File: src/rtl/shift_reg_serdes.sv
// -----------------------------------------------------------------------------
// shift_reg_serdes
// Bidirectional shift-register serialiser/deserialiser with selectable bit
// order and a bit-rate clock enable.
//   Mode = 0 (SIPO): collects serial bits from SerIn into ParOut and pulses
//                    ParValid for one cycle when a word completes.
//   Mode = 1 (PISO): accepts ParIn via Load/LoadReady and shifts it out on
//                    SerOut; a Load on the last-bit cycle gives gap-free words.
//
// Optional build macro: SHIFTREG_PARITY_EN
//   Adds one parity bit per word (ODD_PARITY selects the sense) and the
//   ParityErr output in SIPO mode.
//
// Ports
//   Clock      in   rising-edge clock
//   nReset     in   asynchronous active-low reset
//   ClockEn    in   bit strobe; shifting/counting only when high
//   Mode       in   0 = SIPO, 1 = PISO
//   MsbFirst   in   1 = MSB first, 0 = LSB first
//   SerIn      in   serial data in (SIPO)
//   SerOut     out  serial data out (PISO), registered
//   ParIn      in   [BW_DATA] word to serialise
//   Load       in   load request for ParIn
//   LoadReady  out  Load is accepted this cycle (combinational)
//   ParOut     out  [BW_DATA] last deserialised word, held
//   ParValid   out  one-cycle pulse when ParOut updates
//   ParityErr  out  parity check result, valid with ParValid (macro only)
//   BitCnt     out  [clog2(BW_DATA+1)] bit position within current word
// -----------------------------------------------------------------------------
module shift_reg_serdes #(
    parameter int unsigned BW_DATA    = 24,
    parameter logic        IDLE_LEVEL = 1'b0,
    parameter bit          ODD_PARITY = 1'b0
) (
    input  logic                               Clock,
    input  logic                               nReset,
    input  logic                               ClockEn,
    input  logic                               Mode,
    input  logic                               MsbFirst,
    input  logic                               SerIn,
    output logic                               SerOut,
    input  logic [BW_DATA-1:0]                 ParIn,
    input  logic                               Load,
    output logic                               LoadReady,
    output logic [BW_DATA-1:0]                 ParOut,
    output logic                               ParValid,
`ifdef SHIFTREG_PARITY_EN
    output logic                               ParityErr,
`endif
    output logic [$clog2(BW_DATA+1)-1:0]       BitCnt
);

    localparam int unsigned BW_CNT  = $clog2(BW_DATA + 1);
`ifdef SHIFTREG_PARITY_EN
    localparam bit          HAS_PAR = 1'b1;
    localparam int unsigned BW_WORD = BW_DATA + 1;
`else
    localparam bit          HAS_PAR = 1'b0;
    localparam int unsigned BW_WORD = BW_DATA;
`endif
    localparam logic [BW_CNT-1:0] LAST_POS = BW_CNT'(BW_WORD - 1);
    localparam logic [BW_CNT-1:0] PAR_POS  = BW_CNT'(BW_DATA);

    typedef enum logic {
        S_IDLE  = 1'b0,
        S_SHIFT = 1'b1
    } state_t;

    // Registers
    state_t               r_state;
    logic [BW_DATA-1:0]   r_sr;
    logic [BW_CNT-1:0]    r_cnt;
    logic [BW_DATA-1:0]   r_par_out;
    logic                 r_par_valid;
    logic                 r_ser_out;
    logic                 r_par_bit;
    logic                 r_mode;
    logic                 r_mode_vld;
`ifdef SHIFTREG_PARITY_EN
    logic                 r_perr;
`endif

    // Next-state values
    state_t               w_state_nxt;
    logic [BW_DATA-1:0]   w_sr_nxt;
    logic [BW_CNT-1:0]    w_cnt_nxt;
    logic [BW_DATA-1:0]   w_par_out_nxt;
    logic                 w_par_valid_nxt;
    logic                 w_ser_nxt;
    logic                 w_par_bit_nxt;
`ifdef SHIFTREG_PARITY_EN
    logic                 w_perr_nxt;
`endif

    logic                 w_mode_chg;
    logic                 w_last;
    logic                 w_load;
    logic [BW_DATA-1:0]   w_sipo_shift;
    logic [BW_DATA-1:0]   w_piso_shift;

    // A mode change is only recognised once the previous mode has been sampled,
    // so a Load on the first cycle after reset is not lost.
    assign w_mode_chg   = r_mode_vld && (Mode != r_mode);
    assign w_last       = (r_cnt == LAST_POS);

    assign w_sipo_shift = MsbFirst ? {r_sr[BW_DATA-2:0], SerIn}
                                   : {SerIn, r_sr[BW_DATA-1:1]};
    assign w_piso_shift = MsbFirst ? {r_sr[BW_DATA-2:0], 1'b0}
                                   : {1'b0, r_sr[BW_DATA-1:1]};

    // Ready in IDLE, or on the final bit of a word so the next word follows gap-free
    assign LoadReady = Mode && !w_mode_chg &&
                       ((r_state == S_IDLE) ||
                        ((r_state == S_SHIFT) && ClockEn && w_last));
    assign w_load    = Load && LoadReady;

    // Next-state and datapath logic
    always_comb begin
        w_state_nxt     = r_state;
        w_sr_nxt        = r_sr;
        w_cnt_nxt       = r_cnt;
        w_par_out_nxt   = r_par_out;
        w_par_valid_nxt = 1'b0;
        w_par_bit_nxt   = r_par_bit;
`ifdef SHIFTREG_PARITY_EN
        w_perr_nxt      = r_perr;
`endif

        if (w_mode_chg) begin
            // Discard any partial word; Sr and ParOut are kept
            w_state_nxt = S_IDLE;
            w_cnt_nxt   = '0;
        end else if (!Mode) begin
            w_state_nxt = S_IDLE;
            if (ClockEn) begin
                if (HAS_PAR && (r_cnt == PAR_POS)) begin
                    // Parity bit: checked, not stored
                    w_par_out_nxt   = r_sr;
                    w_par_valid_nxt = 1'b1;
                    w_cnt_nxt       = '0;
`ifdef SHIFTREG_PARITY_EN
                    w_perr_nxt      = ((^r_sr) ^ SerIn) != ODD_PARITY;
`endif
                end else if (w_last) begin
                    w_sr_nxt        = w_sipo_shift;
                    w_par_out_nxt   = w_sipo_shift;
                    w_par_valid_nxt = 1'b1;
                    w_cnt_nxt       = '0;
                end else begin
                    w_sr_nxt  = w_sipo_shift;
                    w_cnt_nxt = r_cnt + BW_CNT'(1);
                end
            end
        end else begin
            unique case (r_state)
                S_IDLE: begin
                    if (w_load) begin
                        w_sr_nxt      = ParIn;
                        w_cnt_nxt     = '0;
                        w_par_bit_nxt = (^ParIn) ^ ODD_PARITY;
                        w_state_nxt   = S_SHIFT;
                    end
                end
                S_SHIFT: begin
                    if (ClockEn) begin
                        if (w_last) begin
                            if (w_load) begin
                                w_sr_nxt      = ParIn;
                                w_cnt_nxt     = '0;
                                w_par_bit_nxt = (^ParIn) ^ ODD_PARITY;
                            end else begin
                                w_cnt_nxt   = '0;
                                w_state_nxt = S_IDLE;
                            end
                        end else begin
                            w_sr_nxt  = w_piso_shift;
                            w_cnt_nxt = r_cnt + BW_CNT'(1);
                        end
                    end
                end
                default: begin
                    w_state_nxt = S_IDLE;
                end
            endcase
        end
    end

    // SerOut is computed from next-state values so the registered pin
    // presents each bit for exactly one bit time.
    always_comb begin
        w_ser_nxt = IDLE_LEVEL;
        if (Mode && !w_mode_chg && (w_state_nxt == S_SHIFT)) begin
            if (HAS_PAR && (w_cnt_nxt == PAR_POS)) begin
                w_ser_nxt = w_par_bit_nxt;
            end else begin
                w_ser_nxt = MsbFirst ? w_sr_nxt[BW_DATA-1] : w_sr_nxt[0];
            end
        end
    end

    // State and datapath registers
    always_ff @(posedge Clock or negedge nReset) begin
        if (!nReset) begin
            r_state     <= S_IDLE;
            r_sr        <= '0;
            r_cnt       <= '0;
            r_par_out   <= '0;
            r_par_valid <= 1'b0;
            r_ser_out   <= IDLE_LEVEL;
            r_par_bit   <= 1'b0;
            r_mode      <= 1'b0;
            r_mode_vld  <= 1'b0;
        end else begin
            r_state     <= w_state_nxt;
            r_sr        <= w_sr_nxt;
            r_cnt       <= w_cnt_nxt;
            r_par_out   <= w_par_out_nxt;
            r_par_valid <= w_par_valid_nxt;
            r_ser_out   <= w_ser_nxt;
            r_par_bit   <= w_par_bit_nxt;
            r_mode      <= Mode;
            r_mode_vld  <= 1'b1;
        end
    end

`ifdef SHIFTREG_PARITY_EN
    // Parity error flag, updated together with ParOut
    always_ff @(posedge Clock or negedge nReset) begin
        if (!nReset) begin
            r_perr <= 1'b0;
        end else begin
            r_perr <= w_perr_nxt;
        end
    end

    assign ParityErr = r_perr;
`endif

    assign SerOut   = r_ser_out;
    assign ParOut   = r_par_out;
    assign ParValid = r_par_valid;
    assign BitCnt   = r_cnt;

endmodule

File: config.mk
export PLATFORM = sky130hd
export DESIGN_NAME = shift_reg_serdes
export DESIGN_NICKNAME = d
export VERILOG_FILES = /design/src/rtl/shift_reg_serdes.sv
export SDC_FILE = /design/constraint.sdc
export NUM_CORES = 1
export LEC_CHECK = 0
export ABC_CLOCK_PERIOD_IN_PS = 3900
export CORE_MARGIN = 5
export CORE_UTILIZATION = 40
export CTS_BUF_LIST = sky130_fd_sc_hd__clkbuf_4 sky130_fd_sc_hd__clkbuf_8
export DETAILED_ROUTE_END_ITERATION = 6
export PLACE_DENSITY = 0.65
export SYNTH_ARGS = -nofsm -noshare
export SYNTH_HDL_FRONTEND = slang
export SYNTH_SLANG_ARGS = --single-unit
File: constraint.sdc
create_clock -name Clock -period 3.9 [get_ports Clock]
set_clock_uncertainty 0.2 [all_clocks]
set_input_delay 0.78 -clock Clock [delete_from_list [all_inputs] [get_ports Clock]]
set_output_delay 0.78 -clock Clock [all_outputs]
set_load 0.05 [all_outputs]
# After elaboration in Yosys (flattened, before gate mapping)
# Cells that the tools add are included.
# classes
bitwise_logic	3
n_addsub	1
n_eq_ne	4
mux	27
n_reduce_logical	12
# ops
op	count
24-bit two-way mux	8
24-bit case mux with 2 select lines	1
5-bit two-way mux	5
1-bit two-way mux	11
5-bit case mux with 2 select lines	1
1-bit logical AND	7
5-bit by 1-bit adder with 5-bit output, second input constant	1
5-bit equality test, second input constant	1
4-bit inequality test, second input constant	1
4-bit AND reduction	1
1-bit inverter	3
3-bit AND reduction	1
2-bit inequality test, second input constant	1
1-bit case mux with 2 select lines	1
2-bit nonzero test	1
1-bit logical NOT	1
1-bit logical OR	1
1-bit inequality test	1
# totals
regBits	58
input_bits	31
output_inout_bits	32
wordCells	56

# Depth between registers and ports, before layout
# Gate-level depths: netlist of run 1.
# depth
depth_word	14
depth_mapped	7
mapped_depth_nobuf	6

# Worst setup path before layout of run 1
# Ideal clock, no wire load.
# synth_timing
path_type	register -> output
startpoint	register r_cnt[0], in the netlist BitCnt[0]
endpoint	output port LoadReady
stages_incl_launch_ff	5
t_arrival_ns	1.863
path_slack_ns	1.057
required_ns	2.920
cell_sequence	dfrtp_1 -> ha_1 -> and3_4 -> a21oi_2 -> nor2_1
# synth_between
elab_chain_len	4
# synth_rtl
element	line	rtl
start, declared	72	logic [BW_CNT-1:0] r_cnt;
start signal, assigned	216	r_cnt <= w_cnt_nxt;
5-bit equality test	104	assign w_last = (r_cnt == LAST_POS);
1-bit logical AND	114	((r_state == S_SHIFT) && ClockEn && w_last));
1-bit logical OR	113	((r_state == S_IDLE) ||
1-bit logical AND	112	assign LoadReady = Mode && !w_mode_chg &&
end, declared	44	output logic LoadReady,
# Every way passes these cells.

# Final worst setup path of run 1
# layout_timing
startpoint	input port Mode
endpoint	output port LoadReady
# layout_between
elab_chain_len	5
# layout_rtl
element	line	rtl
start, declared	38	input logic Mode,
1-bit inequality test	103	assign w_mode_chg = r_mode_vld && (Mode != r_mode);
1-bit logical AND	103	
1-bit logical NOT	112	
1-bit logical AND (*) (2 in a row)	112	
# Mark *: on every way between the ends. The rest lies on a longest branch, timed or not.

==> out/qor.yml, run 1 <==
ys_types: 45
routedWlPerCell_um: 15.63
hold_viol: 0
tightest_slew_ns: 0.6852
status: "complete, no violations"
route.detailed.drc: 0
hold_path.class: "input port to asynchronous set/reset pin"
pwr_density_cell_nw_per_um2: 390.4
async_flop_share_pct: 100.0
maxCapViolCount: 0
place_hpwl_mm: 4.985
avgViaCountPerCell: 5.129
rows: 31
slew_viol_final: 0
antenna_found_initial: 0
synth_top_area_cell: "dfrtp_1"
io_buffers: 62
post-cts-setup-buffers: 0
clock.fmax_ghz: 0.3217
grt_usage_pct: 17.06
yosysSeqAreaShare_pct: 49.32
synth_edf_count: 0
utilization_pct: 52.71
dieArea_um2: 9173
gp_congestion: 0.8855
grt_pass1_vias: 2499
cp-start-kind: "input port"
root_buffer: "clkbuf_8"
fillCellCount: 692
drtAntennaViolNets: 0
grt_pass1_wl_mm: 12.16
cp_data_required_time_ns: 2.92
ir_worst_vdd_uv: 155.2
p_leak_uw: 0.001661
cts_tree: "yes"
endpoint_kind: "output pin"
wl_mm: 7.157
clk_latency_ns: 0.32
syn_nets: 326
clock_sinks: 58
arrival_ns: 2.13
netlist.area_leader.share_pct: 49.32
clk_pin_slew_ns: 0.06
dieHeight_um: 95.78
avgSynthCellArea_um2: 10.01
ys_ff_latch: 58
grt_overflow_total: 0
worstSetupPathType: "input port to output pin"
die_x_um: 95.78
rsz0062_at_grt: "false"
h-tree-depth: 3
drive_gt1_share_pct: 18.38
synthTopCellsByArea: "dfrtp_1 49%, mux2_2 15%, nor2_1 6.5%, a21oi_1 3.7%, nor3_1 3.4%"
pin_count: 63
cts-resized-gates: 0
syn_area_um2: 2943
cts-buffers-inserted: 9
finalSetupViolations: 0
finalSetupTns_ns: 0
layout.nets: 389
synthCells: 294
ys.flop_type: "dfrtp_1"
post-route-period-util_pct: 79.71
ctsHoldBuffers: 0
diodes: 0
drt_iter0_markers: 96
fin_crit_ns: 3.109
ys_warn_count: 0
drt-pass1-iter-count: 4
relSlewSlack_pct: 54.18
grt_max_degree: 42
clockBufferDepth: 2
core-area_um2: 7214
start_util_pct: 40.79
area_delta_synth_final_pct: 29.21
critPathMaxFanout: 12
via_count: 2349
final timing paths:
kind                             from          to  slack (ns)  cells past startpoint
max in group asynchronous      nReset    r_sr[21]        2.45                      2
setup reg to reg            BitCnt[0]    r_sr[22]        1.77                      7
setup / recovery                 Mode   LoadReady        0.79                      4
hold / removal                 nReset  ParOut[11]        0.18                      1
min in group Clock         ParOut[12]  ParOut[12]        0.28                      2
hold reg to reg            ParOut[12]  ParOut[12]        0.28                      2
per-stage QoR:
stage	hold WS (ns)	setup slack, ns	instance area [um^2]	power, uW	cells
CTS	0.1954	0.7974	3802	1503	458
global placement	0.2719	0.8013	3646	1033	445
finish	0.1809	0.7913	3802	1485	458
global route	0.2029	0.6566	3802	1568	458
floorplan	0.2822	1.057	2943	923.0	294
detailed placement	0.2723	0.8056	3646	1041	445
logic make-up after synthesis:
| family | count (synthesis) | share of synthesized area [%] |
|---|---|---|
| AND/OR/NAND/NOR | 113 | 17.99 |
| flip-flops | 58 | 49.32 |
| AO/OA/AOI/OAI | 57 | 12.03 |
| multiplexers | 43 | 16.24 |
| buffers and inverters | 21 | 3.869 |
| adder cells (fa/ha/maj) | 1 | 0.4251 |
| other | 1 | 0.1274 |
layer usage:
metal  routed length (um)  vias to the layer above  track usage (%)
met5                    0                        -                0
met4                   43                        0            6.161
met3                  231                        6            3.362
met2                 3407                       51            26.58
met1                 3475                     1126            23.64
li1                     -                     1166                -
sequential cells by signal, summed over array words and instances (netlist names):
signal and cells:
r_mode_vld 1, SerOut 1, r_mode 1, ParValid 1, r_sr 24, BitCnt 5
r_state 1, ParOut 24
synthesized netlist by cell type, types with 2 or more instances:
master	number
a31oi_1	4
inv_1	4
nand2b_1	2
nand3_1	5
nor2_1	51
nor3_1	20
a211oi_1	2
buf_4	3
dfrtp_1	58
buf_6	2
buf_2	7
nand2_1	16
mux2_2	38
a21oi_1	22
o21ai_0	15
nor2b_1	5
nand4_1	2
clkbuf_1	5
mux2i_1	5
o22ai_1	3
cell type report:
cell class | instances | area, um^2 | area share (%)
flip-flops and latches | 58 | 1451 | 38.17
multi-input cells | 215 | 1378 | 36.23
repair buffers | 69 | 678.2 | 17.83
clock buffers | 10 | 137.6 | 3.620
well taps | 99 | 123.9 | 3.258
clock inverters | 3 | 18.77 | 0.4936
inverters | 4 | 15.01 | 0.3949
critical path, stage by stage:
cell and delay [ns]:
clkdlybuf4s50_1 0.73, nand2_1 0.23, nor2_1 0.23, buf_12 0.17
cells in the final DEF (no fill, tap or decap), types with 2 or more instances in the layout:
master / instances
nor2b_1: 5
inv_1: 4
nand3_1: 5
clkbuf_8: 10
clkdlybuf4s50_1: 60
a211oi_1: 2
a21oi_1: 22
buf_4: 7
dfrtp_1: 58
nor3_1: 20
mux2_2: 38
nor2_1: 51
clkinv_2: 2
nand2b_1: 2
o21ai_0: 15
a31oi_1: 4
mux2i_1: 5
nand4_1: 2
o22ai_1: 3
nand2_1: 16
power breakdown:
group          internal [uW]  switching [uW]  total (uW)
combinational            144             161         304
sequential               664            59.0         723
clock                    236             221         457
Power figures use the tool's default switching activity.
==> inputs of run 2 (changes only) <==
--- a/config.mk
+++ b/config.mk
@@ -5,12 +5,12 @@
 export SDC_FILE = /design/constraint.sdc
 export NUM_CORES = 1
 export LEC_CHECK = 0
-export ABC_CLOCK_PERIOD_IN_PS = 3900
+export ABC_CLOCK_PERIOD_IN_PS = 2800
 export CORE_MARGIN = 5
 export CORE_UTILIZATION = 40
 export CTS_BUF_LIST = sky130_fd_sc_hd__clkbuf_4 sky130_fd_sc_hd__clkbuf_8
 export DETAILED_ROUTE_END_ITERATION = 6
-export PLACE_DENSITY = 0.65
+export PLACE_DENSITY = 0.68
 export SYNTH_ARGS = -nofsm -noshare
 export SYNTH_HDL_FRONTEND = slang
 export SYNTH_SLANG_ARGS = --single-unit
==> constraint.sdc (replaced) <==
create_clock -name Clock -period 2.8 [get_ports Clock]
set_clock_uncertainty 0.2 [all_clocks]
set_input_delay 0.56 -clock Clock [delete_from_list [all_inputs] [get_ports Clock]]
set_output_delay 0.56 -clock Clock [all_outputs]
set_load 0.05 [all_outputs]
==> out/qor.yml, run 2 (synthesis results as in run 1) <==
cp_num_buf_inv: 2  # unchanged
core-area_um2: 7214  # unchanged
clock_sinks: 58  # unchanged
clk_latency_ns: 0.34  # +0.02 ns
endpoint_kind: "output pin"
route.detailed.drc: 0  # unchanged
antenna_found_initial: 0  # unchanged
crit_slowest_cell: "clkdlybuf4s50_1"
clock.fmax_ghz: 0.4009
hold_viol: 0  # unchanged
cts-buffers-inserted: 9  # unchanged
slowest_delay_ns: 0.59  # -0.14 ns
grt_overflow_total: 0  # unchanged
reg2reg_to: "SerOut"
pin_count: 63  # unchanged
reg2reg_slack_ns: 0.68  # -1.09 ns
power.switching_uw: 623.5  # +41%
slew_viol_final: 0  # unchanged
drtAntennaViolNets: 0  # unchanged
routedWlPerCell_um: 15.28  # -2.2%
cp-start-kind: "input port"
clk_pin_slew_ns: 0.06  # about the same
finalSetupViolations: 0  # unchanged
cp_cell_sequence: "clkdlybuf4s50_1, nand2_1, nor2_1, buf_12"
ctsHoldBuffers: 0  # unchanged
relSlewSlack_pct: 64.98  # +11 points
timing.rr.start: "BitCnt[0]"
worstSetupPathType: "input port to output pin"
hold_path.class: "input port to asynchronous set/reset pin"
dieHeight_um: 95.78  # unchanged
rows: 31  # unchanged
h-tree-depth: 3  # unchanged
place_hpwl_mm: 4.991  # +0.12%
grt_pass1_wl_mm: 11.87  # -2.4%
io_buffers: 62  # unchanged
critPathMaxFanout: 6  # -6
cp_top_family: "buffers and inverters"
p_leak_uw: 0.001722  # +3.7%
cp-startpoint: "Mode"
drt-pass1-iter-count: 5  # +1
arrival_ns: 1.73  # -0.40 ns
final_cell_mix: "60 x clkdlybuf4s50_1, 58 x dfrtp_1, 51 x nor2_1, 38 x mux2_2, 22 x a21oi_1"
root_buffer: "clkbuf_8"
tightest_slew_ns: 0.5240  # -0.1613 ns
fin_crit_ns: 2.494
status: "complete, no violations"
clock_power_share_pct: 36.8  # +6.0 points
fillCellCount: 676  # -2.3%
swShare_pct: 27.22  # -2.5 points
layout.nets: 392  # +0.77%
gp_congestion: 0.7991  # -9.8%
cts_tree: "yes"
grt_pass1_vias: 2410  # -3.6%
clockBufferDepth: 2  # unchanged
grt_max_degree: 59  # +40%
cts-resized-gates: 0  # unchanged
diodes: 0  # unchanged
drive_gt1_share_pct: 19.73  # +1.3 points
sequentialPowerShare_pct: 44.0  # -4.7 points
rr_worst_depth: 6  # -1
drt_iter0_markers: 168  # +75%
dieArea_um2: 9173  # unchanged
area_delta_synth_final_pct: 33.55
rsz0062_at_grt: "false"
maxCapViolCount: 0  # unchanged
grt_usage_pct: 16.79  # -0.27 points
pwr_density_cell_nw_per_um2: 582.9  # +49%
via_count: 2398  # +2.1%
start_util_pct: 40.79  # unchanged
post-route-period-util_pct: 89.08
post-cts-setup-buffers: 0  # unchanged
finalSetupTns_ns: 0  # unchanged
comb_power_share_pct: 19.1  # -1.4 points
p_int_uw: 1667  # +60%
wl_mm: 7.089  # -0.95%
die_x_um: 95.78  # unchanged
p_total_uw: 2291  # +54%
final_common_cell: "clkdlybuf4s50_1"
cp_data_required_time_ns: 2.04  # -0.88 ns
ir_worst_vdd_uv: 294.6  # +90%
avgViaCountPerCell: 5.168  # +0.77%
run 2: cell types whose count changed in the layout (fill, tap and decap cells not counted), sizes merged:
cell,previous run,this run
buf,9,12
bufinv,0,1
clkbuf,10,15
clkinv,3,0
run 2: cell type report:
cell class                      count  area (um^2)  share of cell area [%]
Tap cell                           99        123.9                   3.152
Clock inverter                      1        30.03                  0.7641
Timing Repair Buffer               72        738.2                   18.78
Multi-Input combinational cell    215         1378                   35.05
Clock buffer                       15        193.9                   4.935
Sequential cell                    58         1451                   36.93
Inverter                            4        15.01                  0.3820
run 2: worst register-to-register path: cells and delay by family, from the launching register on:
family	cells	cell delay, ns
DFF	1	0.40
AOI/OAI and AO/OA	3	0.54
adders and majority gates	1	0.25
and+or+nand+nor	2	0.66
run 2: worst max-delay path by stage:
stage | endpoint | slack, ns | depth (start not counted)
2_1_floorplan | LoadReady | 0.18 | 4
3_3_place_gp | ParOut[4] | 0.28 | 7
3_5_place_dp | r_sr[9] | 0.24 | 8
4_1_cts | LoadReady | 0.32 | 4
5_1_grt | LoadReady | 0.21 | 4
6_report | LoadReady | 0.31 | 4
run 2: through the flow:
step	hold slack, ns	setup slack [ns]	utilization (%)	cells	instance area, um^2
5_1_grt	0.01721	0.2050	54.47	464	3930
2_1_floorplan	0.06441	0.1771	-	294	2943
3_3_place_gp	0.2692	0.2816	51.37	448	3706
3_5_place_dp	0.2709	0.2420	51.37	448	3706
4_1_cts	0.02546	0.3186	54.47	464	3930
6_report	0.01406	0.3059	54.47	464	3930
run 2: power groups by stage:
stage / Sequential, uW / Combinational, uW / Clock [uW]
floorplan: 1010 / 280 / 0
global placement: 1020 / 431 / 0
detailed placement: 1020 / 438 / 0
CTS: 1010 / 442 / 863
global route: 1020 / 489 / 912
finish: 1010 / 438 / 844
run 2: metal layers:
metal  global-route usage [%]  part of all wire (%)  vias to the layer above
met2                    25.77                    46                       65
met3                    4.926                   5.5                        6
met1                    22.80                    47                     1163
met4                    5.450                   1.2                        0
li1                         -                     -                     1164
met5                        0                     0                        -
